===== src/rtl/scene_read_arbiter_if.sv =====
// scene_read_arbiter_if
//   Request/response bundle between the ray-pipeline requesters and the
//   scene-memory read arbiter.
//   Signals:
//     req_valid    requester -> arbiter  request pending, held until gnt
//     req_is_light requester -> arbiter  1 = light read, 0 = geometry read
//     req_addr     requester -> arbiter  packed addresses, i at [i*ADDR_W +: ADDR_W]
//     gnt          arbiter -> requester  one-cycle one-hot grant
//     resp_valid   arbiter -> requester  one-cycle one-hot response strobe
//     resp_light   arbiter -> requester  light data (light reads)
//     resp_geo     arbiter -> requester  geometry data (geometry reads)
//     resp_stale   arbiter -> requester  mem_ready dropped while the read was in flight
//   Modports: master = requester side, slave = arbiter side.
interface scene_read_arbiter_if #(
  parameter int NUM_REQ        = 4,
  parameter int ADDR_W         = 8,
  parameter int LIGHT_W        = 16,
  parameter int GEOMETRY_WIDTH = 24
);
  logic [NUM_REQ-1:0]        req_valid;
  logic [NUM_REQ-1:0]        req_is_light;
  logic [NUM_REQ*ADDR_W-1:0] req_addr;
  logic [NUM_REQ-1:0]        gnt;
  logic [NUM_REQ-1:0]        resp_valid;
  logic [LIGHT_W-1:0]        resp_light;
  logic [GEOMETRY_WIDTH-1:0] resp_geo;
  logic                      resp_stale;

  modport master (
    output req_valid, req_is_light, req_addr,
    input  gnt, resp_valid, resp_light, resp_geo, resp_stale
  );

  modport slave (
    input  req_valid, req_is_light, req_addr,
    output gnt, resp_valid, resp_light, resp_geo, resp_stale
  );
endinterface


===== src/rtl/scene_read_arbiter.sv =====
// scene_read_arbiter
//   Shares the scene-memory light/geometry read ports between NUM_REQ
//   ray-pipeline requesters, one read in flight at a time. Arbitration is
//   round-robin; no read is issued until mem_ready. controller_busy tells the
//   processor to hold scene-update instructions while reads are pending.
//   Build option: define SCENE_ARB_FIXED_PRIO_EN for fixed priority (lowest
//   index wins, no round-robin pointer); undefined gives round-robin.
//   Ports:
//     clk_100mhz          in   system clock
//     rst_n               in   asynchronous active-low reset
//     mem_ready           in   scene memory initialised
//     bus                 slave modport of scene_read_arbiter_if (requesters)
//     cur_light           in   light read data, READ_LATENCY cycles after address
//     cur_geo             in   geometry read data, READ_LATENCY cycles after address
//     light_read_addr     out  light read address to the processor
//     geometry_read_addr  out  geometry read address to the processor
//     controller_busy     out  read pending or in flight
module scene_read_arbiter #(
  parameter int NUM_REQ        = 4,
  parameter int READ_LATENCY   = 2,
  parameter int ADDR_W         = 8,
  parameter int LIGHT_ADDR_W   = 4,
  parameter int GEO_ADDR_W     = 6,
  parameter int LIGHT_W        = 16,
  parameter int GEOMETRY_WIDTH = 24
) (
  input  logic                      clk_100mhz,
  input  logic                      rst_n,
  input  logic                      mem_ready,
  scene_read_arbiter_if.slave       bus,
  input  logic [LIGHT_W-1:0]        cur_light,
  input  logic [GEOMETRY_WIDTH-1:0] cur_geo,
  output logic [LIGHT_ADDR_W-1:0]   light_read_addr,
  output logic [GEO_ADDR_W-1:0]     geometry_read_addr,
  output logic                      controller_busy
);
  localparam int IDX_W = $clog2(NUM_REQ);
  localparam int CNT_W = $clog2(READ_LATENCY + 1);
  localparam logic [IDX_W-1:0] LAST_IDX = IDX_W'(NUM_REQ - 1);

  typedef enum logic [1:0] {IDLE, ISSUE, WAIT, RESP} state_t;

  state_t                    state_r, state_s;
  logic [IDX_W-1:0]          win_r, win_s;
  logic                      kind_r, kind_s;
  logic [CNT_W-1:0]          cnt_r, cnt_s;
  logic                      stale_r, stale_s;
  logic [NUM_REQ-1:0]        gnt_r, gnt_s;
  logic [NUM_REQ-1:0]        resp_valid_r, resp_valid_s;
  logic                      resp_stale_r, resp_stale_s;
  logic [LIGHT_W-1:0]        resp_light_r, resp_light_s;
  logic [GEOMETRY_WIDTH-1:0] resp_geo_r, resp_geo_s;
  logic [LIGHT_ADDR_W-1:0]   light_addr_r, light_addr_s;
  logic [GEO_ADDR_W-1:0]     geo_addr_r, geo_addr_s;

  logic                      found_s;
  logic [IDX_W-1:0]          pick_s;
  logic [IDX_W-1:0]          cand_s;
  logic [ADDR_W-1:0]         addr_arr_s [NUM_REQ];
  logic [ADDR_W-1:0]         sel_addr_s;
  logic                      unused_addr_s;

`ifndef SCENE_ARB_FIXED_PRIO_EN
  localparam logic [IDX_W:0] NUM_REQ_V = (IDX_W + 1)'(NUM_REQ);
  logic [IDX_W-1:0]          rr_ptr_r, rr_ptr_s;
  logic [IDX_W:0]            sum_s;
`endif

  // Unpack the requester address bus into one word per requester.
  for (genvar i = 0; i < NUM_REQ; i++) begin : g_addr
    assign addr_arr_s[i] = bus.req_addr[i*ADDR_W +: ADDR_W];
  end

  assign sel_addr_s = addr_arr_s[pick_s];
  // Only the low bits of the selected address reach the memory ports.
  assign unused_addr_s = ^sel_addr_s;

  // Winner search: first valid requester starting at the round-robin pointer.
  always_comb begin
    found_s = 1'b0;
    pick_s  = '0;
    cand_s  = '0;
`ifndef SCENE_ARB_FIXED_PRIO_EN
    sum_s   = '0;
`endif
    for (int k = 0; k < NUM_REQ; k++) begin
`ifdef SCENE_ARB_FIXED_PRIO_EN
      cand_s = IDX_W'(k);
`else
      sum_s  = {1'b0, rr_ptr_r} + (IDX_W + 1)'(k);
      cand_s = (sum_s >= NUM_REQ_V) ? IDX_W'(sum_s - NUM_REQ_V) : sum_s[IDX_W-1:0];
`endif
      if (!found_s && bus.req_valid[cand_s]) begin
        found_s = 1'b1;
        pick_s  = cand_s;
      end else begin
        found_s = found_s;
      end
    end
  end

  // Next-state and next-output logic for the read FSM.
  always_comb begin
    state_s      = state_r;
    win_s        = win_r;
    kind_s       = kind_r;
    cnt_s        = cnt_r;
    stale_s      = stale_r;
    gnt_s        = '0;
    resp_valid_s = '0;
    resp_stale_s = 1'b0;
    resp_light_s = resp_light_r;
    resp_geo_s   = resp_geo_r;
    light_addr_s = light_addr_r;
    geo_addr_s   = geo_addr_r;
`ifndef SCENE_ARB_FIXED_PRIO_EN
    rr_ptr_s     = rr_ptr_r;
`endif
    case (state_r)
      IDLE: begin
        if (mem_ready && found_s) begin
          state_s        = ISSUE;
          win_s          = pick_s;
          kind_s         = bus.req_is_light[pick_s];
          stale_s        = 1'b0;
          gnt_s[pick_s]  = 1'b1;
          // Only the requested kind's address moves; the other port keeps its value.
          if (bus.req_is_light[pick_s]) begin
            light_addr_s = sel_addr_s[LIGHT_ADDR_W-1:0];
          end else begin
            geo_addr_s   = sel_addr_s[GEO_ADDR_W-1:0];
          end
        end else begin
          state_s = IDLE;
        end
      end
      ISSUE: begin
        state_s = WAIT;
        cnt_s   = CNT_W'(READ_LATENCY);
        stale_s = stale_r | ~mem_ready;
      end
      WAIT: begin
        cnt_s = cnt_r - CNT_W'(1);
        // Counter hits zero on this edge: data is valid now.
        if (cnt_r == CNT_W'(1)) begin
          state_s             = RESP;
          resp_valid_s[win_r] = 1'b1;
          resp_stale_s        = stale_r | ~mem_ready;
          stale_s             = 1'b0;
          if (kind_r) begin
            resp_light_s = cur_light;
          end else begin
            resp_geo_s   = cur_geo;
          end
        end else begin
          stale_s = stale_r | ~mem_ready;
        end
      end
      RESP: begin
        state_s = IDLE;
`ifndef SCENE_ARB_FIXED_PRIO_EN
        // The requester just served goes to the back of the line.
        rr_ptr_s = (win_r == LAST_IDX) ? '0 : win_r + IDX_W'(1);
`endif
      end
      default: begin
        state_s = IDLE;
      end
    endcase
  end

  // State and output registers.
  always_ff @(posedge clk_100mhz or negedge rst_n) begin
    if (!rst_n) begin
      state_r      <= IDLE;
      win_r        <= '0;
      kind_r       <= 1'b0;
      cnt_r        <= '0;
      stale_r      <= 1'b0;
      gnt_r        <= '0;
      resp_valid_r <= '0;
      resp_stale_r <= 1'b0;
      resp_light_r <= '0;
      resp_geo_r   <= '0;
      light_addr_r <= '0;
      geo_addr_r   <= '0;
`ifndef SCENE_ARB_FIXED_PRIO_EN
      rr_ptr_r     <= '0;
`endif
    end else begin
      state_r      <= state_s;
      win_r        <= win_s;
      kind_r       <= kind_s;
      cnt_r        <= cnt_s;
      stale_r      <= stale_s;
      gnt_r        <= gnt_s;
      resp_valid_r <= resp_valid_s;
      resp_stale_r <= resp_stale_s;
      resp_light_r <= resp_light_s;
      resp_geo_r   <= resp_geo_s;
      light_addr_r <= light_addr_s;
      geo_addr_r   <= geo_addr_s;
`ifndef SCENE_ARB_FIXED_PRIO_EN
      rr_ptr_r     <= rr_ptr_s;
`endif
    end
  end

  assign bus.gnt            = gnt_r;
  assign bus.resp_valid     = resp_valid_r;
  assign bus.resp_stale     = resp_stale_r;
  assign bus.resp_light     = resp_light_r;
  assign bus.resp_geo       = resp_geo_r;
  assign light_read_addr    = light_addr_r;
  assign geometry_read_addr = geo_addr_r;
  // Busy as soon as anyone asks, so the processor never races a pending read.
  assign controller_busy    = (state_r != IDLE) | (|bus.req_valid);
endmodule


===== src/flat_wrapper.sv =====
// flat-port wrapper written by rule: the top's interface ports become plain ports
module scene_read_arbiter_flat 
#(
  parameter int NUM_REQ        = 4,
  parameter int READ_LATENCY   = 2,
  parameter int ADDR_W         = 8,
  parameter int LIGHT_ADDR_W   = 4,
  parameter int GEO_ADDR_W     = 6,
  parameter int LIGHT_W        = 16,
  parameter int GEOMETRY_WIDTH = 24
)
  (clk_100mhz, rst_n, mem_ready, cur_light, cur_geo, light_read_addr, geometry_read_addr, controller_busy, bus_req_valid, bus_req_is_light, bus_req_addr, bus_gnt, bus_resp_valid, bus_resp_light, bus_resp_geo, bus_resp_stale);
  scene_read_arbiter_if #(.NUM_REQ(NUM_REQ), .ADDR_W(ADDR_W), .LIGHT_W(LIGHT_W), .GEOMETRY_WIDTH(GEOMETRY_WIDTH)) bus_i ();
  input  logic clk_100mhz;
  input  logic rst_n;
  input  logic mem_ready;
  input  logic [LIGHT_W-1:0] cur_light;
  input  logic [GEOMETRY_WIDTH-1:0] cur_geo;
  output logic [LIGHT_ADDR_W-1:0] light_read_addr;
  output logic [GEO_ADDR_W-1:0] geometry_read_addr;
  output logic controller_busy;
  input wire logic [$bits(bus_i.req_valid)-1:0] bus_req_valid;
  input wire logic [$bits(bus_i.req_is_light)-1:0] bus_req_is_light;
  input wire logic [$bits(bus_i.req_addr)-1:0] bus_req_addr;
  output wire logic [$bits(bus_i.gnt)-1:0] bus_gnt;
  output wire logic [$bits(bus_i.resp_valid)-1:0] bus_resp_valid;
  output wire logic [$bits(bus_i.resp_light)-1:0] bus_resp_light;
  output wire logic [$bits(bus_i.resp_geo)-1:0] bus_resp_geo;
  output wire logic [$bits(bus_i.resp_stale)-1:0] bus_resp_stale;
  assign bus_i.req_valid = bus_req_valid;
  assign bus_i.req_is_light = bus_req_is_light;
  assign bus_i.req_addr = bus_req_addr;
  assign bus_gnt = bus_i.gnt;
  assign bus_resp_valid = bus_i.resp_valid;
  assign bus_resp_light = bus_i.resp_light;
  assign bus_resp_geo = bus_i.resp_geo;
  assign bus_resp_stale = bus_i.resp_stale;
  scene_read_arbiter #(.NUM_REQ(NUM_REQ), .READ_LATENCY(READ_LATENCY), .ADDR_W(ADDR_W), .LIGHT_ADDR_W(LIGHT_ADDR_W), .GEO_ADDR_W(GEO_ADDR_W), .LIGHT_W(LIGHT_W), .GEOMETRY_WIDTH(GEOMETRY_WIDTH)) u_core (.clk_100mhz(clk_100mhz), .rst_n(rst_n), .mem_ready(mem_ready), .bus(bus_i), .cur_light(cur_light), .cur_geo(cur_geo), .light_read_addr(light_read_addr), .geometry_read_addr(geometry_read_addr), .controller_busy(controller_busy));
endmodule

===== config.mk =====
export PLATFORM = sky130hd
export DESIGN_NAME = scene_read_arbiter_flat
export DESIGN_NICKNAME = d
export VERILOG_FILES = /design/src/rtl/scene_read_arbiter_if.sv /design/src/rtl/scene_read_arbiter.sv /design/src/flat_wrapper.sv
export SDC_FILE = /design/constraint.sdc
export NUM_CORES = 1
export LEC_CHECK = 0
export ABC_AREA = 1
export ABC_CLOCK_PERIOD_IN_PS = 2350
export CORE_MARGIN = 2
export CORE_UTILIZATION = 43
export CTS_BUF_LIST = sky130_fd_sc_hd__clkbuf_16
export DETAILED_ROUTE_END_ITERATION = 12
export GPL_ROUTABILITY_DRIVEN = 0
export HOLD_SLACK_MARGIN = 0.12
export PLACE_DENSITY = 0.81
export SLEW_MARGIN = 5
export SYNTH_ARGS = -nofsm -noshare
export SYNTH_HDL_FRONTEND = slang
export SYNTH_SLANG_ARGS = --single-unit

===== constraint.sdc =====
create_clock -name clk_100mhz -period 2.35 [get_ports clk_100mhz]
set_input_delay 0.235 -clock clk_100mhz [delete_from_list [all_inputs] [get_ports clk_100mhz]]
set_output_delay 0.235 -clock clk_100mhz [all_outputs]
set_load 0.01 [all_outputs]

; ---- Yosys cells after proc, flatten, opt, wreduce, memory -nomap -nowiden
; Cells that the tools add are included.
[classes]
bitwise = 6
addsub = 9
reduce_logical = 20
n_lt_le_gt_ge = 13
eq_ne = 7
n_mux = 43
[ops]
columns = op, count
row1 = two-way mux 2 bit, 10
row2 = less-than comparator 2 x 3 -> 1 bit (second input constant), 6
row3 = binary-select mux 8 bit (select 2 bit), 1
row4 = two-way mux 1 bit, 16
row5 = two-way mux 4 bit, 4
row6 = >= comparator 3 bit (second input constant), 4
row7 = two-way mux 6 bit, 2
row8 = AND reduction 3 bit, 4
row9 = binary-select mux 1 bit (select 2 bit), 5
row10 = subtractor 2 x 1 -> 2 bit (second input constant), 5
row11 = one-hot mux 2 bit (4 select lines), 1
row12 = adder 2 x 2 -> 3 bit (second input constant), 2
row13 = equality test 2 bit (second input constant), 3
row14 = logical AND 1 bit, 6
row15 = demux 1 bit (select 2 bit), 2
row16 = equality test 2 x 1 -> 1 bit (second input constant), 2
row17 = >= comparator 2 x 1 -> 1 bit (second input constant), 2
row18 = != test 2 x 1 -> 1 bit (second input constant), 2
row19 = one-hot mux 2 bit (2 select lines), 1
row20 = AND reduction 2 bit, 2
row21 = nonzero test 2 bit, 2
row22 = OR reduction 4 bit, 1
row23 = adder 2 x 1 -> 3 bit (second input constant), 1
row24 = >= comparator 2 x 3 -> 1 bit (second input constant), 1
row25 = other kinds (8), 13
[word_totals]
register_bits = 69
output_inout_bits = 60

; ---- Logic depth before layout (Yosys ltp)
; Gate-level depths: netlist of run 1.
[depth]
ltp_word = 20
depth_mapped = 17
ltp_nobuf = 15

; ---- Least setup slack after synthesis of run 1
; Ideal clock, no wire load.
[synth_timing]
kind = reg-to-reg
startpoint = register u_core.state_r[0]
endpoint = register u_core.resp_light_r[0] (netlist: u_core.bus.resp_light[0])
path_stages_with_launch = 8
period_less_slack_ns = 1.916
path_buffers = 1
t_required_ns = 2.225
path_slack_ns = 0.434
arrival_ns = 1.791
path_cell_list = dfrtp_1 > inv_1 > ha_1 > nand2_1 > inv_1 > nand2_1 > clkbuf_1 > mux2_2
[synth_via]
elab_chain_len = 2
[synth_lines]
columns = element, line_no
row1 = from (decl), scene_read_arbiter.sv:43  ; state_t state_r, state_s;
row2 = from (signal assigned), scene_read_arbiter.sv:191  ; state_r <= state_s;
row3 = equality test 2 bit, scene_read_arbiter.sv:119  ; case (state_r)
row4 = AND reduction 3 bit (no line), -
row5 = to (signal assigned), scene_read_arbiter.sv:199  ; resp_light_r <= resp_light_s;
row6 = to (decl), scene_read_arbiter.sv:51  ; logic [LIGHT_W-1:0] resp_light_r, resp_light_s;
; No other way between the ends.
; A chain may end at the register's enable or synchronous reset.

; ---- Worst setup path in the final report of run 1
[layout_timing]
startpoint = register u_core.rr_ptr_r[0]
endpoint = register u_core.geo_addr_r[3] (netlist: u_core.geometry_read_addr[3])
[layout_via]
elab_chain_len = 18
[layout_lines]
columns = element, line_no
row1 = from (decl), scene_read_arbiter.sv:65  ; logic [IDX_W-1:0] rr_ptr_r, rr_ptr_s;
row2 = from (signal assigned), scene_read_arbiter.sv:204  ; rr_ptr_r <= rr_ptr_s;
row3 = "parallel branches: the longest is 18 deep, another holds adder 2 x 1 -> 3 bit", -
row4 = to (signal assigned), scene_read_arbiter.sv:202  ; geo_addr_r <= geo_addr_s;
row5 = to (decl), scene_read_arbiter.sv:54  ; logic [GEO_ADDR_W-1:0] geo_addr_r, geo_addr_s;
; Parallel ways; which one is timed is not known. The select of a mux whose other input is x is not followed.

==> reports/results.ini, run 1 <==
[status]
status=finished, final reports clean

[clocking]
cts_post_setup_buffers_inserted=0
cts.path.max_buffers=2
clk_pin_slew_ps=50
clkLatencyLatePin_ps=330
numCtsBuffers=9
h-tree-depth=3
cts_tree=done
cts_root_buf=clkbuf_16
cts.sinks=69

[sta]
worst_slack_ps=282
period_share_pct=88.0
finalSetupTns_ps=0
worst_pin_slew_ps=358
clock.fmax_mhz=484
hold_viol_final=0
finalCriticalPeriod_ps=2070
setup_viol_count_final=0
slew_headroom_pct=76.2
finalMaxSlewViolations=0
rsz0062_at_grt=no
finClkSkew_ps=6.22

[die]
ios=143
rows=32
dieArea_mm2=0.00878
die_h_um=93.7
core_area_mm2=0.00777
fp.dieW_um=93.7
start_util_pct=44.5

[critical_path]
critical_path_class=reg2reg
start_kind=flop
cp_max_fo=18
r2r_setup_slack_ps=280
cp-end-kind=flop
cp.arrival_ps=2280
critPathRequiredTime_ps=2560

[hold_path]
hp-class=in2async

[power]
vdd_drop_max_mv=0.670
seq_power_share_pct=28.8
p_sw_share_pct=38.1
p_leak_nw=2.50
switchingPower_mw=2.72
p_int_mw=4.42
power.density_mw_per_mm2=1360
total_power_mw=7.14
comb_power_share_pct=51.8
power_frac_clock_pct=19.4

[grt]
grt_pass1_wl_um=13700
grt.overflow.total=0
grt_max_degree=70
grt_pass1_vias=2955
antenna_found_initial=0
grt.total_usage_pct=19.9

[detailed_routing]
drtIter0Drc=86
routed_via_density=4.87
dr.pass1.iters=4
drc=0
vias=2948
wirelength_um=8690
ant_nets=0
routedWlPerCell_um=14.4

[synth]
ys_seq_elements=69
synth.distinct_cells=24
synth_xor_area_share_pct=0
synth_fp_nets=449
synth_top_area_cell=dfrtp_1
avgSynthCellArea_um2=9.74
syn_inst=355
yosys.area_share.adder_pct=3.98
synth_area_leaders=dfrtp_1 (50%), mux2_2 (13%), nand2_1 (10%)
ys_warn_count=0
synth-seq-area-share_pct=49.9
synth_top_cell_area_share_pct=49.9
synth-simple-area-share_pct=24.1
synth_top_family_by_area=simple AND/OR/NAND/NOR gates
syn-cell-area_mm2=0.00346
synth_compound_area_share_pct=2.10
muxShareOfSynthArea_pct=13.4

[run]
cap_violations=0

[finish]
diodes=0
syn2layout_area_growth_pct=51.6
drive_gt1_share_pct=16.9
fin_nets=592
final_common_cell=clkdlybuf4s50_1
final_cell_mix=clkdlybuf4s50_1 (133), nand2_1 (96), dfrtp_1 (68), mux2_2 (41), inv_1 (40)

[place]
place.detailed.hpwl_um=6370
dp_worst_setup_slack_ps=59.0
port_buffers=134

-- state kept, by name, summed over array words and instances, names as in the netlist --
register and flops:
u_core.bus.gnt 4, u_core.bus.resp_geo 24, u_core.bus.resp_light 16, u_core.bus.resp_stale 1, u_core.bus.resp_valid 4, u_core.cnt_r 2, u_core.geometry_read_addr 6, u_core.kind_r 1
u_core.light_read_addr 4, u_core.rr_ptr_r 2, u_core.stale_r 1, u_core.state_r 2, u_core.win_r 2
-- cells by family after synthesis --
logic type / count (synthesis)
buffers and inverters: 51
AO/OA/AOI/OAI: 14
adder cells (fa/ha/maj): 11
multiplexers: 41
AND/OR/NAND/NOR: 169
flip-flops: 69
-- repair_timing --
item / in CTS / in global routing
setup endpoints to repair: 0 / 10
hold endpoints to repair: 69 / 0
hold buffers: 1 / 0
resized for setup: 0 / 1
-- layout make-up --
| class | instances | area, um2 |
|---|---|---|
| timing repair buffer | 142 | 1410 |
| clock buffer | 9 | 225 |
| clock inverter | 7 | 81.3 |
| tap | 102 | 128 |
| sequential | 69 | 1730 |
| inverter | 41 | 161 |
| fill | 596 | 2530 |
| multi-input combinational | 235 | 1510 |
-- per-layer routing --
layer | global-route usage [%] | vias up | share of wire, %
li1 | - | 1445 | -
met1 | 22.6 | 1395 | 39
met2 | 36.1 | 89 | 53
met3 | 3.29 | 19 | 4.5
met4 | 9.54 | 0 | 2.6
met5 | 0 | - | 0
-- synthesized netlist by cell type (all sizes together) --
cell type	n
dfrtp	69
nor3	1
nand2	107
inv	41
nand3	30
o21ai	11
clkbuf	3
a21oi	2
mux2	41
buf	7
ha	11
nor2	14
nand4	17
o21a	1
-- power by group through the flow --
stage	clock (mW)	sequential [mW]	combinational (mW)
2_1_floorplan	0	2.21	2.07
3_3_place_gp	0	2.02	3.59
3_5_place_dp	0	2.06	3.69
4_1_cts	1.41	2.05	3.72
5_1_grt	1.46	2.11	4.07
6_report	1.39	2.06	3.70
-- worst paths after layout --
check                                                         startpoint                                  endpoint  depth (start not counted)
worst max-delay path                      u_core.rr_ptr_r[0]$_DFFE_PN0N_  u_core.geometry_read_addr[3]$_DFFE_PN0P_                         14
worst min-delay path                                               rst_n     u_core.bus.resp_light[15]$_DFFE_PN0P_                          3
min in group clk_100mhz         u_core.geometry_read_addr[4]$_DFFE_PN0P_  u_core.geometry_read_addr[4]$_DFFE_PN0P_                          2
max in group asynchronous                                          rst_n            u_core.rr_ptr_r[0]$_DFFE_PN0N_                          3
worst max register to register            u_core.rr_ptr_r[0]$_DFFE_PN0N_  u_core.geometry_read_addr[3]$_DFFE_PN0P_                         14
worst min register to register  u_core.geometry_read_addr[4]$_DFFE_PN0P_  u_core.geometry_read_addr[4]$_DFFE_PN0P_                          2
-- worst max-delay path: stages (launching register included) --
cell and delay (ps):
dfrtp_2 500, inv_8 120, nand2_1 60, nand2_2 110, nand2_1 60, nand2_1 70, nand2_2 60, nand3_2 160
nand3_4 230, nand2_4 140, nand2_1 60, nand2_1 90, nand3_2 130, nand2_1 90, nand2_1 60
-- per-stage QoR --
stage               cells  util [%]  area, um2  hold WS, ps
global route          605      67.5       5240          511
CTS                   605      67.5       5240          491
finish                605      67.5       5240          470
global placement      588      63.4       4920          280
detailed placement    588      63.4       4920          298
floorplan             355         -       3460        -60.6
Power figures use the tool's default switching activity.
==> inputs of run 2 (changes only) <==
CORE_UTILIZATION = 35   (was 43)
GPL_TIMING_DRIVEN = 0   (was default)
PLACE_DENSITY = 0.69   (was 0.81)
SLEW_MARGIN = 20   (was 5)
==> run 2 against run 1 <==
Cell count increased by 5.6%; register-to-register slack barely moved; utilization fell by 13 points; critical path type unchanged; non-clock buffer count up 3; sequential power is 2% lower; hold slack worse by 170 ps; combinational power rose by 2%; maximum frequency fell by 0.63%.
==> reports/results.ini, run 2 (synthesis results as in run 1) <==
[clocking]
cts.path.max_buffers=2  ; unchanged
cts_root_buf=clkbuf_16
clkLatencyLatePin_ps=310  ; -20 ps
numCtsBuffers=9  ; unchanged
h-tree-depth=3  ; unchanged
clk_pin_slew_ps=50  ; about the same
cts.sinks=69  ; unchanged
cts_tree=done

[sta]
holdWs_ps=305  ; -165 ps
clock.fmax_mhz=481  ; -0.63%
setup_viol_count_final=0  ; unchanged
finalMaxSlewViolations=0  ; unchanged
finalCriticalPeriod_ps=2080  ; +13.1 ps
period_share_pct=88.5  ; +0.56 points
slew_headroom_pct=57.3  ; -19 points
rsz0062_at_grt=no
finClkSkew_ps=6.27  ; +0.0504 ps
worst_pin_slew_ps=639  ; +281 ps
finalSetupTns_ps=0  ; unchanged
hold_viol_final=0  ; unchanged

[place]
port_buffers=134  ; unchanged
place.detailed.hpwl_um=6070  ; -4.7%

[finish]
drive_gt1_share_pct=17.4  ; +0.49 points
syn2layout_area_growth_pct=53.7
fin_nets=595  ; +0.51%
largest_reg_flops=24  ; unchanged
final_common_cell=clkdlybuf4s50_1
fillers=880  ; +48%
diodes=0  ; unchanged
final_cell_mix=clkdlybuf4s50_1 (133), nand2_1 (96), dfrtp_1 (69), mux2_2 (41), inv_1 (40)

[critical_path]
r2r_end=u_core.bus.resp_geo[4]$_DFFE_PN0P_
critical_path_class=reg2reg
cp_max_fo=10  ; -8
critical_path_buf_inv_count=3  ; +2
cp_top_family=buffers and inverters
cp-end-kind=flop
r2r-start=u_core.state_r[0]$_DFFE_PN0P_
r2r_setup_slack_ps=270  ; about the same
start_kind=flop
cp_cell_sequence=inv_1 -> ha_1 -> nand2_1 -> inv_1 -> nand2_1 -> clkbuf_2 -> mux2_2
critPathRequiredTime_ps=2540  ; -20 ps
crit_start=u_core.state_r[0]$_DFFE_PN0P_
cpPeakStageDelay_ps=410  ; -90 ps
slowest_stage=dfrtp_1
r2r_cells=7  ; -7
cp.arrival_ps=2270  ; about the same

[die]
fp.dieW_um=103  ; +10%
ios=143  ; unchanged
rows=36  ; +13%
start_util_pct=35.7  ; -8.8 points
dieArea_mm2=0.0107  ; +22%
core_area_mm2=0.00968  ; +25%
die_h_um=103  ; +10%

[detailed_routing]
drc=0  ; unchanged
ant_nets=0  ; unchanged
wirelength_um=7840  ; -9.8%
routedWlPerCell_um=12.3  ; -15%
routed_via_density=4.56  ; -6.3%
vias=2917  ; -1.1%
dr.pass1.iters=4  ; unchanged
drtIter0Drc=89  ; +3.5%

[grt]
antenna_found_initial=0  ; unchanged
grt_pass1_vias=2805  ; -5.1%
grt.overflow.total=0  ; unchanged
grt.total_usage_pct=14.7  ; -5.2 points
grt_max_degree=59  ; -16%
grt_pass1_wl_um=12500  ; -9.1%

[hold_path]
hp-class=in2async

[power]
power.density_mw_per_mm2=1350  ; -1.1%
p_leak_nw=2.52  ; +0.87%
vdd_drop_max_mv=0.555  ; -17%

[status]
status=finished, final reports clean

[run]
cap_violations=0  ; unchanged

## run 2: how the worst max path moves through the flow
stage | endpoint | slack [ps] | cells past startpoint
2_1_floorplan | u_core.bus.resp_light[0]$_DFFE_PN0P_ | 430 | 7
5_1_grt | u_core.bus.resp_geo[4]$_DFFE_PN0P_ | 130 | 7
3_5_place_dp | u_core.bus.resp_geo[4]$_DFFE_PN0P_ | 60 | 7
6_report | u_core.bus.resp_geo[4]$_DFFE_PN0P_ | 270 | 7
3_3_place_gp | u_core.bus.resp_geo[10]$_DFFE_PN0P_ | -1270 | 1
4_1_cts | u_core.bus.resp_geo[4]$_DFFE_PN0P_ | 40 | 7
## run 2: timing repair
item                                    in CTS  in global routing
buffers inserted                             0                  0
hold buffers                                 1                  0
endpoints found under the setup margin       0                 25
resized for setup                            0                  3
hold endpoints to repair                    69                  0
## run 2: power by group
group / internal, mW / leakage [nW] / switching [mW]
clock: 0.924 / 0.161 / 0.469
sequential: 1.73 / 0.842 / 0.281
combinational: 1.84 / 1.52 / 1.92
## run 2: final cells by class
cell class                      instances  area (um2)  share of cell area [%]
Timing Repair Buffer                  136        1380                    25.9
Tap cell                              133         166                    3.13
Inverter                               41         161                    3.04
Buffer                                  9        62.6                    1.18
Clock inverter                          7        91.3                    1.72
Clock buffer                            9         225                    4.24
Sequential cell                        69        1730                    32.5
Multi-Input combinational cell        235        1510                    28.3
## run 2: metal layers
layer / wire, um / part of all wire (%) / GRT usage, % / vias up
li1: - / - / - / 1447
met1: 3350 / 43 / 17.7 / 1359
met2: 3890 / 50 / 26.1 / 104
met3: 532 / 6.8 / 3.90 / 7
met4: 62 / 0.79 / 3.95 / 0
met5: 0 / 0 / 0 / -
## run 2: worst register-to-register path, delay by kind of cell, from the launching register on
family / cells / cell delay, ps
adder cells (fa/ha/maj): 1 / 230
buffers and inverters: 3 / 520
flip-flops: 1 / 410
multiplexers: 1 / 380
AND/OR/NAND/NOR: 2 / 420
## run 2: metrics by stage
stage	instance area, um2	utilization (%)	worst slack (ps)	power, mW	std cells
6_report	5320	54.9	269	7.16	639
5_1_grt	5320	54.9	134	7.77	639
4_1_cts	5320	54.9	42.7	7.25	640
3_5_place_dp	4990	51.5	63.4	5.81	623
3_3_place_gp	4970	51.3	-1270	5.71	622
2_1_floorplan	3460	-	434	4.29	355
==> RTL change, RTL diff (flow settings as in run 1) <==
`LIGHT_W` is set to 16 in 3 places; all go to 32.
--- a/src/rtl/scene_read_arbiter_if.sv
+++ b/src/rtl/scene_read_arbiter_if.sv
@@ -14,7 +14,7 @@
 interface scene_read_arbiter_if #(
   parameter int NUM_REQ        = 4,
   parameter int ADDR_W         = 8,
-  parameter int LIGHT_W        = 16,
+  parameter int LIGHT_W        = 32,
   parameter int GEOMETRY_WIDTH = 24
 );
   logic [NUM_REQ-1:0]        req_valid;
--- a/src/rtl/scene_read_arbiter.sv
+++ b/src/rtl/scene_read_arbiter.sv
@@ -21,7 +21,7 @@
   parameter int ADDR_W         = 8,
   parameter int LIGHT_ADDR_W   = 4,
   parameter int GEO_ADDR_W     = 6,
-  parameter int LIGHT_W        = 16,
+  parameter int LIGHT_W        = 32,
   parameter int GEOMETRY_WIDTH = 24
 ) (
   input  logic                      clk_100mhz,
--- a/src/flat_wrapper.sv
+++ b/src/flat_wrapper.sv
@@ -6,7 +6,7 @@
   parameter int ADDR_W         = 8,
   parameter int LIGHT_ADDR_W   = 4,
   parameter int GEO_ADDR_W     = 6,
-  parameter int LIGHT_W        = 16,
+  parameter int LIGHT_W        = 32,
   parameter int GEOMETRY_WIDTH = 24
 )
   (clk_100mhz, rst_n, mem_ready, cur_light, cur_geo, light_read_addr, geometry_read_addr, controller_busy, bus_req_valid, bus_req_is_light, bus_req_addr, bus_gnt, bus_resp_valid, bus_resp_light, bus_resp_geo, bus_resp_stale);
Interface: changed (resized bus_resp_light and cur_light); port bits go from 143 to 175. The function was not compared with the original's and may differ.
==> RTL change against run 1 <==
Sequential cell count increased by 16. Area after synthesis is 17% higher. Wire length is 9.6% higher. First-iteration DRC count shrank 5.8%. Count of clock-buffer cells in the layout unchanged. Cell area grew 18%. Power is 16% higher. Final cell count grew 12%. Worst setup slack gained 0.014 ns. Non-clock buffer count rose by 33. Critical endpoint is now u_core.geometry_read_addr[5]$_DFFE_PN0P_. Largest cell class unchanged. Largest power group unchanged.
==> RTL change: results (changes against run 1) <==
buffering overhead 0.2825 (+0.01325); Synth top cells by count nand2_1 (95), dfrtp_1 (85), mux2_2 (56); Non-CTS buffers 175 (+23%); layout cells sized above 1 0.1802 (+0.01123); number of global-route vias before repair 3,457 (+17%); HPWL Detailed 7.300 mm (+15%); Seq/Total Area, Yosys 0.5263 (+0.02704); max FFs per register 32 (+33%); All-Layer GR Usage 0.1943 (-0.004692); via count 3,332 (+13%); nets 672 (+14%); fraction of area in registers 0.3452 (+0.01557); status completed; Post-Syn Nets 498 (+11%); multi-input logic area 0.001682 sq mm (+12%); post-placement worst setup slack 0.1095 ns (+0.05047 ns); IO Port Bufs 166 (+24%); Yosys cell types 25 (+4.2%); # fillers 709 (+19%); met2 routed wirelength 4.855 mm (+4.5%); Slew @ Worst Pin 0.5439 ns (+0.1863 ns); GRT met1 Usage 0.2251 (-0.001135); Peak VDD IR 0.0006865 V (+2.4%); first-pass GRT wire length 15.70 mm (+15%); Placed Area 0.005841 sq mm (+19%); Met1 Wirelength 3.833 mm (+12%); met3 GRT Util 0.06588 (+0.03298); final WL 9.522 mm (+9.6%); Leak 2.866 nW (+15%); multi-input combinational area share 0.2728 (-0.01464); drt initial violations 81 (-5.8%); placed insts 661 (+12%); FF+latch count 85 (+23%); Synth area leaders dfrtp_1 (53%), mux2_2 (16%), nand2_1 (8.8%); hold buffers post-CTS 1 (unchanged); synthesized area per cell 10.42 sq um (+6.9%); Via density 4.922 (+1.0%); largest net degree at the start of global routing 45 (-36%); grt met2 use 0.3395 (-0.02123)
==> RTL change: cells by family after synthesis <==
| kind of cell | count (synthesis) | synth area share |
|---|---|---|
| AO/OA/AOI/OAI | 16 | 0.02136 |
| adder cells (fa/ha/maj) | 11 | 0.03406 |
| buffers and inverters | 53 | 0.05758 |
| flip-flops | 85 | 0.5263 |
| multiplexers | 56 | 0.1560 |
| AND/OR/NAND/NOR | 167 | 0.2046 |
==> RTL change: worst max-delay path: cells and delay by family (launching register included) <==
kind / cells / cell delay [ns]
buffers and inverters: 1 / 0.12
flip-flops: 1 / 0.51
AND/OR/NAND/NOR: 13 / 1.31
==> RTL change: report_power, final <==
part	internal (mW)	switching [mW]	leakage, nW	total, mW
Combinational	2.17	2.11	1.70	4.29
Sequential	2.15	0.379	1.03	2.53
Clock	0.924	0.549	0.146	1.47
Total	5.25	3.04	2.87	8.29
==> RTL change: worst paths after layout <==
path / startpoint / endpoint / slack, ns / cells after the start
setup / recovery: u_core.rr_ptr_r[0]$_DFFE_PN0N_ / u_core.geometry_read_addr[5]$_DFFE_PN0P_ / 0.30 / 14
hold / removal: rst_n / u_core.bus.resp_light[22]$_DFFE_PN0P_ / 0.44 / 2
setup reg to reg: u_core.rr_ptr_r[0]$_DFFE_PN0N_ / u_core.geometry_read_addr[5]$_DFFE_PN0P_ / 0.30 / 14
hold reg to reg: u_core.light_read_addr[3]$_DFFE_PN0P_ / u_core.light_read_addr[3]$_DFFE_PN0P_ / 0.48 / 2
max in group asynchronous: rst_n / u_core.rr_ptr_r[0]$_DFFE_PN0N_ / 1.27 / 3
min in group clk_100mhz: u_core.light_read_addr[3]$_DFFE_PN0P_ / u_core.light_read_addr[3]$_DFFE_PN0P_ / 0.48 / 2
